File: src/rtl/uart_reg_master_if.sv
// Bundle of command, response and register-bank signals used by uart_reg_master.
// The master modport is the bus initiator; the slave modport is the host/bank side.
interface uart_reg_master_if;
    logic       cmd_valid;
    logic       cmd_ready;
    logic [1:0] cmd_op;
    logic [2:0] cmd_addr;
    logic [7:0] cmd_wdata;
    logic       rsp_valid;
    logic       rsp_ready;
    logic [7:0] rsp_data;
    logic       rsp_timeout;
    logic       w_e;
    logic [7:0] w_addr;
    logic [7:0] w_data;
    logic       r_e;
    logic [7:0] r_addr;
    logic [7:0] r_data;

    modport master (
        input  cmd_valid, cmd_op, cmd_addr, cmd_wdata, rsp_ready, r_data,
        output cmd_ready, rsp_valid, rsp_data, rsp_timeout,
        output w_e, w_addr, w_data, r_e, r_addr
    );

    modport slave (
        output cmd_valid, cmd_op, cmd_addr, cmd_wdata, rsp_ready, r_data,
        input  cmd_ready, rsp_valid, rsp_data, rsp_timeout,
        input  w_e, w_addr, w_data, r_e, r_addr
    );
endinterface

File: src/rtl/uart_reg_master.sv
// Byte-command bus initiator for the UART register bank with polled TX/RX commands.
// Define UART_REG_MASTER_TIMEOUT_EN to bound polling to POLL_MAX reads of FSR.
module uart_reg_master #(
    parameter int POLL_MAX     = 1024,
    parameter int TX_FULL_BIT  = 0,
    parameter int RX_EMPTY_BIT = 1
) (
    input  logic              clk,
    input  logic              rst,
    uart_reg_master_if.master bus
);
    localparam logic [7:0] ADDR_FSR = 8'd5;
    localparam logic [7:0] ADDR_TBR = 8'd6;
    localparam logic [7:0] ADDR_RBR = 8'd7;

    if (POLL_MAX < 2) begin : g_poll_max_check
        $error("POLL_MAX must be at least 2");
    end

    typedef enum logic [2:0] {
        S_IDLE, S_WRITE, S_READ, S_POLL, S_XFER, S_RESP
    } state_t;

    state_t     state_q, state_d;
    logic       rx_q, rx_d;         // low bit of the op: selects RX for polled commands
    logic [7:0] addr_q, addr_d;
    logic [7:0] wdata_q, wdata_d;
    logic [7:0] rdata_q, rdata_d;
    logic       timeout_q, timeout_d;
    logic       fsr_ok;

`ifdef UART_REG_MASTER_TIMEOUT_EN
    localparam int CNT_W = $clog2(POLL_MAX);
    logic [CNT_W-1:0] cnt_q, cnt_d;
`endif

    assign fsr_ok = rx_q ? !bus.r_data[RX_EMPTY_BIT] : !bus.r_data[TX_FULL_BIT];

    always_ff @(posedge clk) begin
        if (rst) begin
            state_q   <= S_IDLE;
            rx_q      <= 1'b0;
            addr_q    <= '0;
            wdata_q   <= '0;
            rdata_q   <= '0;
            timeout_q <= 1'b0;
`ifdef UART_REG_MASTER_TIMEOUT_EN
            cnt_q     <= '0;
`endif
        end else begin
            state_q   <= state_d;
            rx_q      <= rx_d;
            addr_q    <= addr_d;
            wdata_q   <= wdata_d;
            rdata_q   <= rdata_d;
            timeout_q <= timeout_d;
`ifdef UART_REG_MASTER_TIMEOUT_EN
            cnt_q     <= cnt_d;
`endif
        end
    end

    always_comb begin
        state_d   = state_q;
        rx_d      = rx_q;
        addr_d    = addr_q;
        wdata_d   = wdata_q;
        rdata_d   = rdata_q;
        timeout_d = timeout_q;
`ifdef UART_REG_MASTER_TIMEOUT_EN
        cnt_d     = cnt_q;
`endif
        case (state_q)
            S_IDLE: begin
                if (bus.cmd_valid) begin
                    rx_d      = bus.cmd_op[0];
                    addr_d    = {5'b0, bus.cmd_addr};
                    wdata_d   = bus.cmd_wdata;
                    rdata_d   = '0;
                    timeout_d = 1'b0;
`ifdef UART_REG_MASTER_TIMEOUT_EN
                    cnt_d     = '0;
`endif
                    case (bus.cmd_op)
                        2'b00:   state_d = S_WRITE;
                        2'b01:   state_d = S_READ;
                        default: state_d = S_POLL;
                    endcase
                end
            end
            S_WRITE: state_d = S_RESP;
            S_READ: begin
                rdata_d = bus.r_data;
                state_d = S_RESP;
            end
            S_POLL: begin
                if (fsr_ok) begin
                    state_d = S_XFER;
                end else begin
`ifdef UART_REG_MASTER_TIMEOUT_EN
                    // cnt_q counts earlier failures, so this failure is number cnt_q+1
                    if (cnt_q == CNT_W'(POLL_MAX - 1)) begin
                        timeout_d = 1'b1;
                        state_d   = S_RESP;
                    end else begin
                        cnt_d = cnt_q + 1'b1;
                    end
`endif
                end
            end
            S_XFER: begin
                if (rx_q) rdata_d = bus.r_data;
                state_d = S_RESP;
            end
            S_RESP: begin
                if (bus.rsp_ready) state_d = S_IDLE;
            end
            default: state_d = S_IDLE;
        endcase
    end

    // Outputs decode only registered state so cmd_*/rsp_ready never reach them.
    assign bus.cmd_ready   = (state_q == S_IDLE);
    assign bus.rsp_valid   = (state_q == S_RESP);
    assign bus.rsp_data    = (state_q == S_RESP) ? rdata_q : 8'd0;
`ifdef UART_REG_MASTER_TIMEOUT_EN
    assign bus.rsp_timeout = (state_q == S_RESP) && timeout_q;
`else
    assign bus.rsp_timeout = 1'b0;
`endif

    assign bus.w_e    = (state_q == S_WRITE) || (state_q == S_XFER && !rx_q);
    assign bus.w_addr = (state_q == S_WRITE) ? addr_q :
                        (state_q == S_XFER && !rx_q) ? ADDR_TBR : 8'd0;
    assign bus.w_data = bus.w_e ? wdata_q : 8'd0;

    // RBR pops on any cycle with r_addr=7, so 7 appears only in READ or RX XFER.
    assign bus.r_e    = (state_q == S_READ) || (state_q == S_POLL) ||
                        (state_q == S_XFER && rx_q);
    assign bus.r_addr = (state_q == S_READ) ? addr_q :
                        (state_q == S_POLL) ? ADDR_FSR :
                        (state_q == S_XFER && rx_q) ? ADDR_RBR : 8'd0;
endmodule

File: src/flat_wrapper.sv
// flat-port wrapper written by rule: the top's interface ports become plain ports
module uart_reg_master_flat 
#(
    parameter int POLL_MAX     = 1024,
    parameter int TX_FULL_BIT  = 0,
    parameter int RX_EMPTY_BIT = 1
)
  (clk, rst, bus_cmd_valid, bus_cmd_op, bus_cmd_addr, bus_cmd_wdata, bus_rsp_ready, bus_r_data, bus_cmd_ready, bus_rsp_valid, bus_rsp_data, bus_rsp_timeout, bus_w_e, bus_w_addr, bus_w_data, bus_r_e, bus_r_addr);
  uart_reg_master_if bus_i ();
  input  logic clk;
  input  logic rst;
  input wire logic [$bits(bus_i.cmd_valid)-1:0] bus_cmd_valid;
  input wire logic [$bits(bus_i.cmd_op)-1:0] bus_cmd_op;
  input wire logic [$bits(bus_i.cmd_addr)-1:0] bus_cmd_addr;
  input wire logic [$bits(bus_i.cmd_wdata)-1:0] bus_cmd_wdata;
  input wire logic [$bits(bus_i.rsp_ready)-1:0] bus_rsp_ready;
  input wire logic [$bits(bus_i.r_data)-1:0] bus_r_data;
  output wire logic [$bits(bus_i.cmd_ready)-1:0] bus_cmd_ready;
  output wire logic [$bits(bus_i.rsp_valid)-1:0] bus_rsp_valid;
  output wire logic [$bits(bus_i.rsp_data)-1:0] bus_rsp_data;
  output wire logic [$bits(bus_i.rsp_timeout)-1:0] bus_rsp_timeout;
  output wire logic [$bits(bus_i.w_e)-1:0] bus_w_e;
  output wire logic [$bits(bus_i.w_addr)-1:0] bus_w_addr;
  output wire logic [$bits(bus_i.w_data)-1:0] bus_w_data;
  output wire logic [$bits(bus_i.r_e)-1:0] bus_r_e;
  output wire logic [$bits(bus_i.r_addr)-1:0] bus_r_addr;
  assign bus_i.cmd_valid = bus_cmd_valid;
  assign bus_i.cmd_op = bus_cmd_op;
  assign bus_i.cmd_addr = bus_cmd_addr;
  assign bus_i.cmd_wdata = bus_cmd_wdata;
  assign bus_i.rsp_ready = bus_rsp_ready;
  assign bus_i.r_data = bus_r_data;
  assign bus_cmd_ready = bus_i.cmd_ready;
  assign bus_rsp_valid = bus_i.rsp_valid;
  assign bus_rsp_data = bus_i.rsp_data;
  assign bus_rsp_timeout = bus_i.rsp_timeout;
  assign bus_w_e = bus_i.w_e;
  assign bus_w_addr = bus_i.w_addr;
  assign bus_w_data = bus_i.w_data;
  assign bus_r_e = bus_i.r_e;
  assign bus_r_addr = bus_i.r_addr;
  uart_reg_master #(.POLL_MAX(POLL_MAX), .TX_FULL_BIT(TX_FULL_BIT), .RX_EMPTY_BIT(RX_EMPTY_BIT)) u_core (.clk(clk), .rst(rst), .bus(bus_i));
endmodule
File: config.mk
export PLATFORM = sky130hd
export DESIGN_NAME = uart_reg_master_flat
export DESIGN_NICKNAME = d
export VERILOG_FILES = /design/src/rtl/uart_reg_master_if.sv /design/src/rtl/uart_reg_master.sv /design/src/flat_wrapper.sv
export SDC_FILE = /design/constraint.sdc
export NUM_CORES = 1
export LEC_CHECK = 0
export CAP_MARGIN = 20
export CORE_ASPECT_RATIO = 1.5
export CORE_MARGIN = 2
export CORE_UTILIZATION = 41
export CTS_CLUSTER_SIZE = 12
export DETAILED_ROUTE_END_ITERATION = 8
export PLACE_DENSITY = 0.79
export SLEW_MARGIN = 0
export SYNTH_ARGS = -nofsm -noshare
export SYNTH_HDL_FRONTEND = slang
export SYNTH_SLANG_ARGS = --single-unit
File: constraint.sdc
create_clock -name clk -period 2.15 [get_ports clk]
set_clock_uncertainty 0.2 [all_clocks]
set_input_delay 0.43 -clock clk [delete_from_list [all_inputs] [get_ports clk]]
set_output_delay 0.43 -clock clk [all_outputs]
set_load 0.005 [all_outputs]
Word-level counts from Yosys, hierarchy flattened --
Cells that the tools add are included.
Word-level totals: bits in latches 0, bits in read-only memories 0, output and inout port bits 37, memories kept 0, bits of input ports 25, register bits 23, logic and storage cells 46, bits in writable memories 0
Operators by class: muxes and demuxes 16, divide/modulo/power cells 0, multiply operators 0, bitwise logic cells 0, equality and inequality tests 10, shift operators 0, order comparisons 0, add/sub/neg operators 0, reduce and logical (&&, ||, !) cells 15
Operators by type and width (number):
- $mux W8 | 7
- $pmux W8 S3 | 1
- $mux W3 | 5
- $pmux W3 S4 | 1
- $eq A3 B2 Y1 const B | 2
- $eq A3 B3 Y1 const B | 2
- $reduce_and A3 Y1 | 2
- $ne A2 B1 Y1 const B | 2
- $ne A2 B2 Y1 const B | 2
- $pmux W2 S2 | 1
- $eq A3 B1 Y1 const B | 1
- $logic_not A1 Y1 | 3
- $logic_not A3 Y1 | 1
- $logic_or A1 B1 Y1 | 3
- $reduce_bool A3 Y1 | 1
- $reduce_or A3 Y1 | 1
- $eq A2 B1 Y1 const B | 1
- $logic_and A1 B1 Y1 | 2
- $logic_not A2 Y1 | 1
- $reduce_and A2 Y1 | 1
- $mux W1 | 1

Longest topological paths before layout --
word-level depth 5, depth in mapped cells 5, mapped depth without buffers 3

Worst setup path after synthesis --
Ideal clock, no wire load.
kind reg-to-output, start reg u_core.state_q[2], end out bus_w_data[0], arrival time 1.199 ns, cell stages (with the launch flop) 4, buffers on the path 0, path slack 0.321 ns, required time 1.520 ns, path through dfxtp_1 > or3b_4 > a21oi_4 > and2_1
On the way: longest elaborated chain between the ends 4, elaborated cells between the ends (all ways) 5, classes of those cells eq/ne (2); mux (1); reduce/logical (2)
Ends and longest elaborated chain:
- from (decl) | line uart_reg_master.sv:24 | state_t state_q, state_d;
- from (signal assigned) | line uart_reg_master.sv:51 | state_q <= state_d;
- $eq A3 B3 Y1 | line uart_reg_master.sv:132 | assign bus.w_e = (state_q == S_WRITE) || (state_q == S_XFER && !rx_q);
- $logic_and A1 B1 Y1 | line uart_reg_master.sv:132
- $logic_or A1 B1 Y1 * | line uart_reg_master.sv:132
- net bus_w_e | line flat_wrapper.sv:22 | output wire logic [$bits(bus_i.w_e)-1:0] bus_w_e;
- $mux W8 * | line uart_reg_master.sv:135 | assign bus.w_data = bus.w_e ? wdata_q : 8'd0;
- to (decl) | line flat_wrapper.sv:24 | output wire logic [$bits(bus_i.w_data)-1:0] bus_w_data;
Mark *: on every way through the listed nets, which the timed path passes. The rest lies on a longest branch.

Worst setup path after layout --
start reg u_core.state_q[0], end out bus_w_data[6]
On the way: longest elaborated chain between the ends 4, elaborated cells between the ends (all ways) 5, classes of those cells eq/ne (2); mux (1); reduce/logical (2)
Ends and longest elaborated chain (line):
- $eq A3 B3 Y1 | uart_reg_master.sv:132
- $logic_and A1 B1 Y1 | uart_reg_master.sv:132
- $logic_or A1 B1 Y1 * | uart_reg_master.sv:132
- $mux W8 * | uart_reg_master.sv:135
Mark *: on every way between the ends. The rest lies on a longest branch, timed or not.

==> impl_metrics.ini <==
[outcome]
status = finished with violations
violations = setup timing

[clocking]
cts_root_buf = clkbuf_8
clock_latency_ns = 0.26
cts_buffers = 3
clockBufferDepth = 2
cts_tree = yes
numClockSinks = 23
ctsHoldBuffers = 0
clk_pin_slew_ns = 0.08
htreeDepth = 1

[timing]
max_freq_mhz = 439
hold_ws_ns = 0.261
hold_viol = 0
drv_slew = 0
tns_ns = -0.773
period_share_pct = 106
finalSetupViolations = 13
rsz0062_at_grt = yes
maxSlewHeadroom_pct = 62.4
setup_slack_ns = -0.126
period_minus_slack_ns = 2.28
worst_slew_pin_slew_ns = 0.563

[logic_synthesis]
yosysTopAreaCell = dfxtp_1
synth_top_area_share_pct = 35.0
ys_seq_area_share_pct = 35.0
synth_common_cells = nand2_1 (28), dfxtp_1 (23), and2_1 (17)
synth_area_per_cell_um2 = 8.49
synth_area_leaders = dfxtp_1 (35%), and2_1 (8.1%), buf_4 (8.0%), nand2_1 (8.0%), a21oi_1 (5.7%)
synthDistinctLibCells = 37
ys_ff_latch = 23
yosysMostFrequentCell = nand2_1
ys_warn_count = 0
syn_area_um2 = 1320
synth_cells = 155
ys.flop_type = dfxtp_1
async_reset_ff_share_pct = 0
synth_edf_count = 0

[die]
die_h_um = 73.4
rows = 25
design.die.area_um2 = 3690
core-area_um2 = 3100
start_util_pct = 42.5
die_w_um = 50.3
io_pins = 62

[critical_path]
critPathLaunch = u_core.state_q[0]
rrSetupSlack_ns = 0.24
cp-endpoint = bus_w_data[6]
critPathKind = reg -> out
r2r-start = u_core.state_q[2]
cp_max_fo = 4
slowest_stage = dfxtp_2
cpMostUsedCell = buf_6
crit_cells = 7
crit_family = buffers and inverters
worst_ep_required_time_ns = 1.52
rr_worst_depth = 7
worstSetupEndpointType = primary output
crit_buf_inv = 4
crit_chain = buf_6, or2b_4, a21oi_4, buf_6, buf_6, and2_4, buf_6
critPathLaunchType = flop
crit_arrival_ns = 1.65
timing.rr.end = u_core.state_q[0]
max_stage_delay_ns = 0.36

[drt]
dr.pass1.iters = 4
vias_per_cell = 5.05
avgRoutedWirePerCell_um = 14.3
drtIter0Drc = 25
antenna_left = 0
postRouteWirelength_mm = 3.84
drc = 0
vias = 1354

[pwr]
power.switching_mw = 0.772
p_per_area_nw_per_um2 = 1030
peakVddDrop_mv = 0.831
total_power_mw = 2.17
power_frac_comb_pct = 61.5
p_int_mw = 1.40
p_sw_share_pct = 35.6
p_clk_share_pct = 12.2
p_leak_nw = 0.941
power_frac_seq_pct = 26.3

[place]
hpwl_mm = 2.43
globalplace.congestion = 0.763
place.port_buffers = 50
post-place-ws_ns = -0.160

[grt]
grtUsageMet1_pct = 22.4
antenna_found_initial = 0
met2_usage_pct = 39.3
grt_first_pass_wirelength_mm = 5.93
overflow = 0
grt_max_degree = 23
grt_pass1_vias = 1284
grt_usage_pct = 21.3
busiest_layer = met2
grtUsageMet3_pct = 3.25

[final_layout]
antenna_cells = 0
drive_above_1_share_pct = 32.5
area_growth_pct = 60.6
nFillCells = 245
final_nets = 254

[flow_run]
max_cap_viol_count = 0

[worst_hold_path]
hp-class = reg -> reg
==> metal layers <==
metal | wire length (um) | vias to the layer above | part of all wire [%]
li1 | - | 657 | -
met5 | 0 | - | 0
met4 | 102 | 0 | 2.7
met1 | 1370 | 635 | 36
met2 | 2110 | 52 | 55
met3 | 253 | 10 | 6.6
==> worst min-delay path by stage <==
stage               slack [ns]         startpoint  cells past startpoint                end
detailed placement        0.25  u_core.wdata_q[4]                      2  u_core.wdata_q[4]
global route              0.27  u_core.rdata_q[1]                      2  u_core.rdata_q[1]
finish                    0.26  u_core.rdata_q[7]                      2  u_core.rdata_q[7]
floorplan                 0.23  u_core.wdata_q[0]                      2  u_core.wdata_q[0]
CTS                       0.26  u_core.wdata_q[4]                      2  u_core.wdata_q[4]
global placement          0.24  u_core.wdata_q[5]                      2  u_core.wdata_q[5]
==> cell type report <==
type | count | area (um2) | area share, %
clock buffers | 3 | 41.3 | 1.95
clock inverters | 1 | 5.00 | 0.237
multi-input cells | 123 | 808 | 38.2
flip-flops and latches | 23 | 463 | 21.9
well taps | 40 | 50.0 | 2.37
repair buffers | 78 | 746 | 35.3
==> repair_timing <==
| action | CTS | global route |
|---|---|---|
| setup buffers | 16 | 3 |
| pin swaps | 10 | 4 |
| endpoints found under the setup margin | 26 | 23 |
| cloned | 1 | 0 |
| resized for setup | 79 | 33 |
==> power by group through the flow <==
stage          logic, mW  registers (mW)  clock network, mW
2_1_floorplan      0.540           0.573                  0
3_3_place_gp       0.850           0.563                  0
3_5_place_dp       0.869           0.572                  0
4_1_cts             1.25           0.561              0.271
5_1_grt             1.43           0.580              0.288
6_report            1.34           0.571              0.265
==> through the flow <==
step	std cells	util, %	area [um2]
finish	268	68.2	2110
global route	268	68.2	2110
CTS	267	66.1	2050
detailed placement	246	59.5	1840
global placement	246	59.5	1840
floorplan	165	-	1350
==> cell usage in the layout (no fill, tap or decap), types with 2 or more instances in the layout <==
cell type	netlist	layout
nor4_1	2	2
and2_1	17	8
conb_1	1	11
clkdlybuf4s15_1	0	2
o2bb2ai_1	8	8
and2_4	0	9
nor2_1	2	2
clkdlybuf4s50_1	0	24
clkbuf_8	0	3
buf_6	2	15
buf_4	14	17
buf_2	2	2
clkbuf_2	0	4
dlygate4sd2_1	0	10
a211oi_1	2	2
dfxtp_2	0	2
nand2_1	28	28
nand2b_1	8	8
o21ai_2	0	2
buf_12	0	3
and3b_2	0	2
o21ai_0	6	2
o21ai_1	0	2
a21oi_1	15	15
dfxtp_1	23	21
==> logic make-up (layout without fill, tap and decap cells) <==
kind of cell    Yosys count  after routing  share of synthesized area, %
mux                       1              1                         0.855
buf+inv                  20             82                          11.0
compound gates           38             38                          19.9
simple gates             72             73                          33.0
flops                    23             23                          35.0
other cells               1             11                         0.285
==> flip-flops by register name (all words and copies together), names as in the netlist <==
signal / count
u_core.state_q: 3
u_core.addr_q: 3
u_core.rdata_q: 8
u_core.rx_q: 1
u_core.wdata_q: 8
==> worst min-delay path, cell delays in order, from the launching register on <==
cell and delay (ns):
dfxtp_1 0.31, nand2b_1 0.06, o2bb2ai_1 0.05
Note: power is estimated with default switching activity, not from simulation.
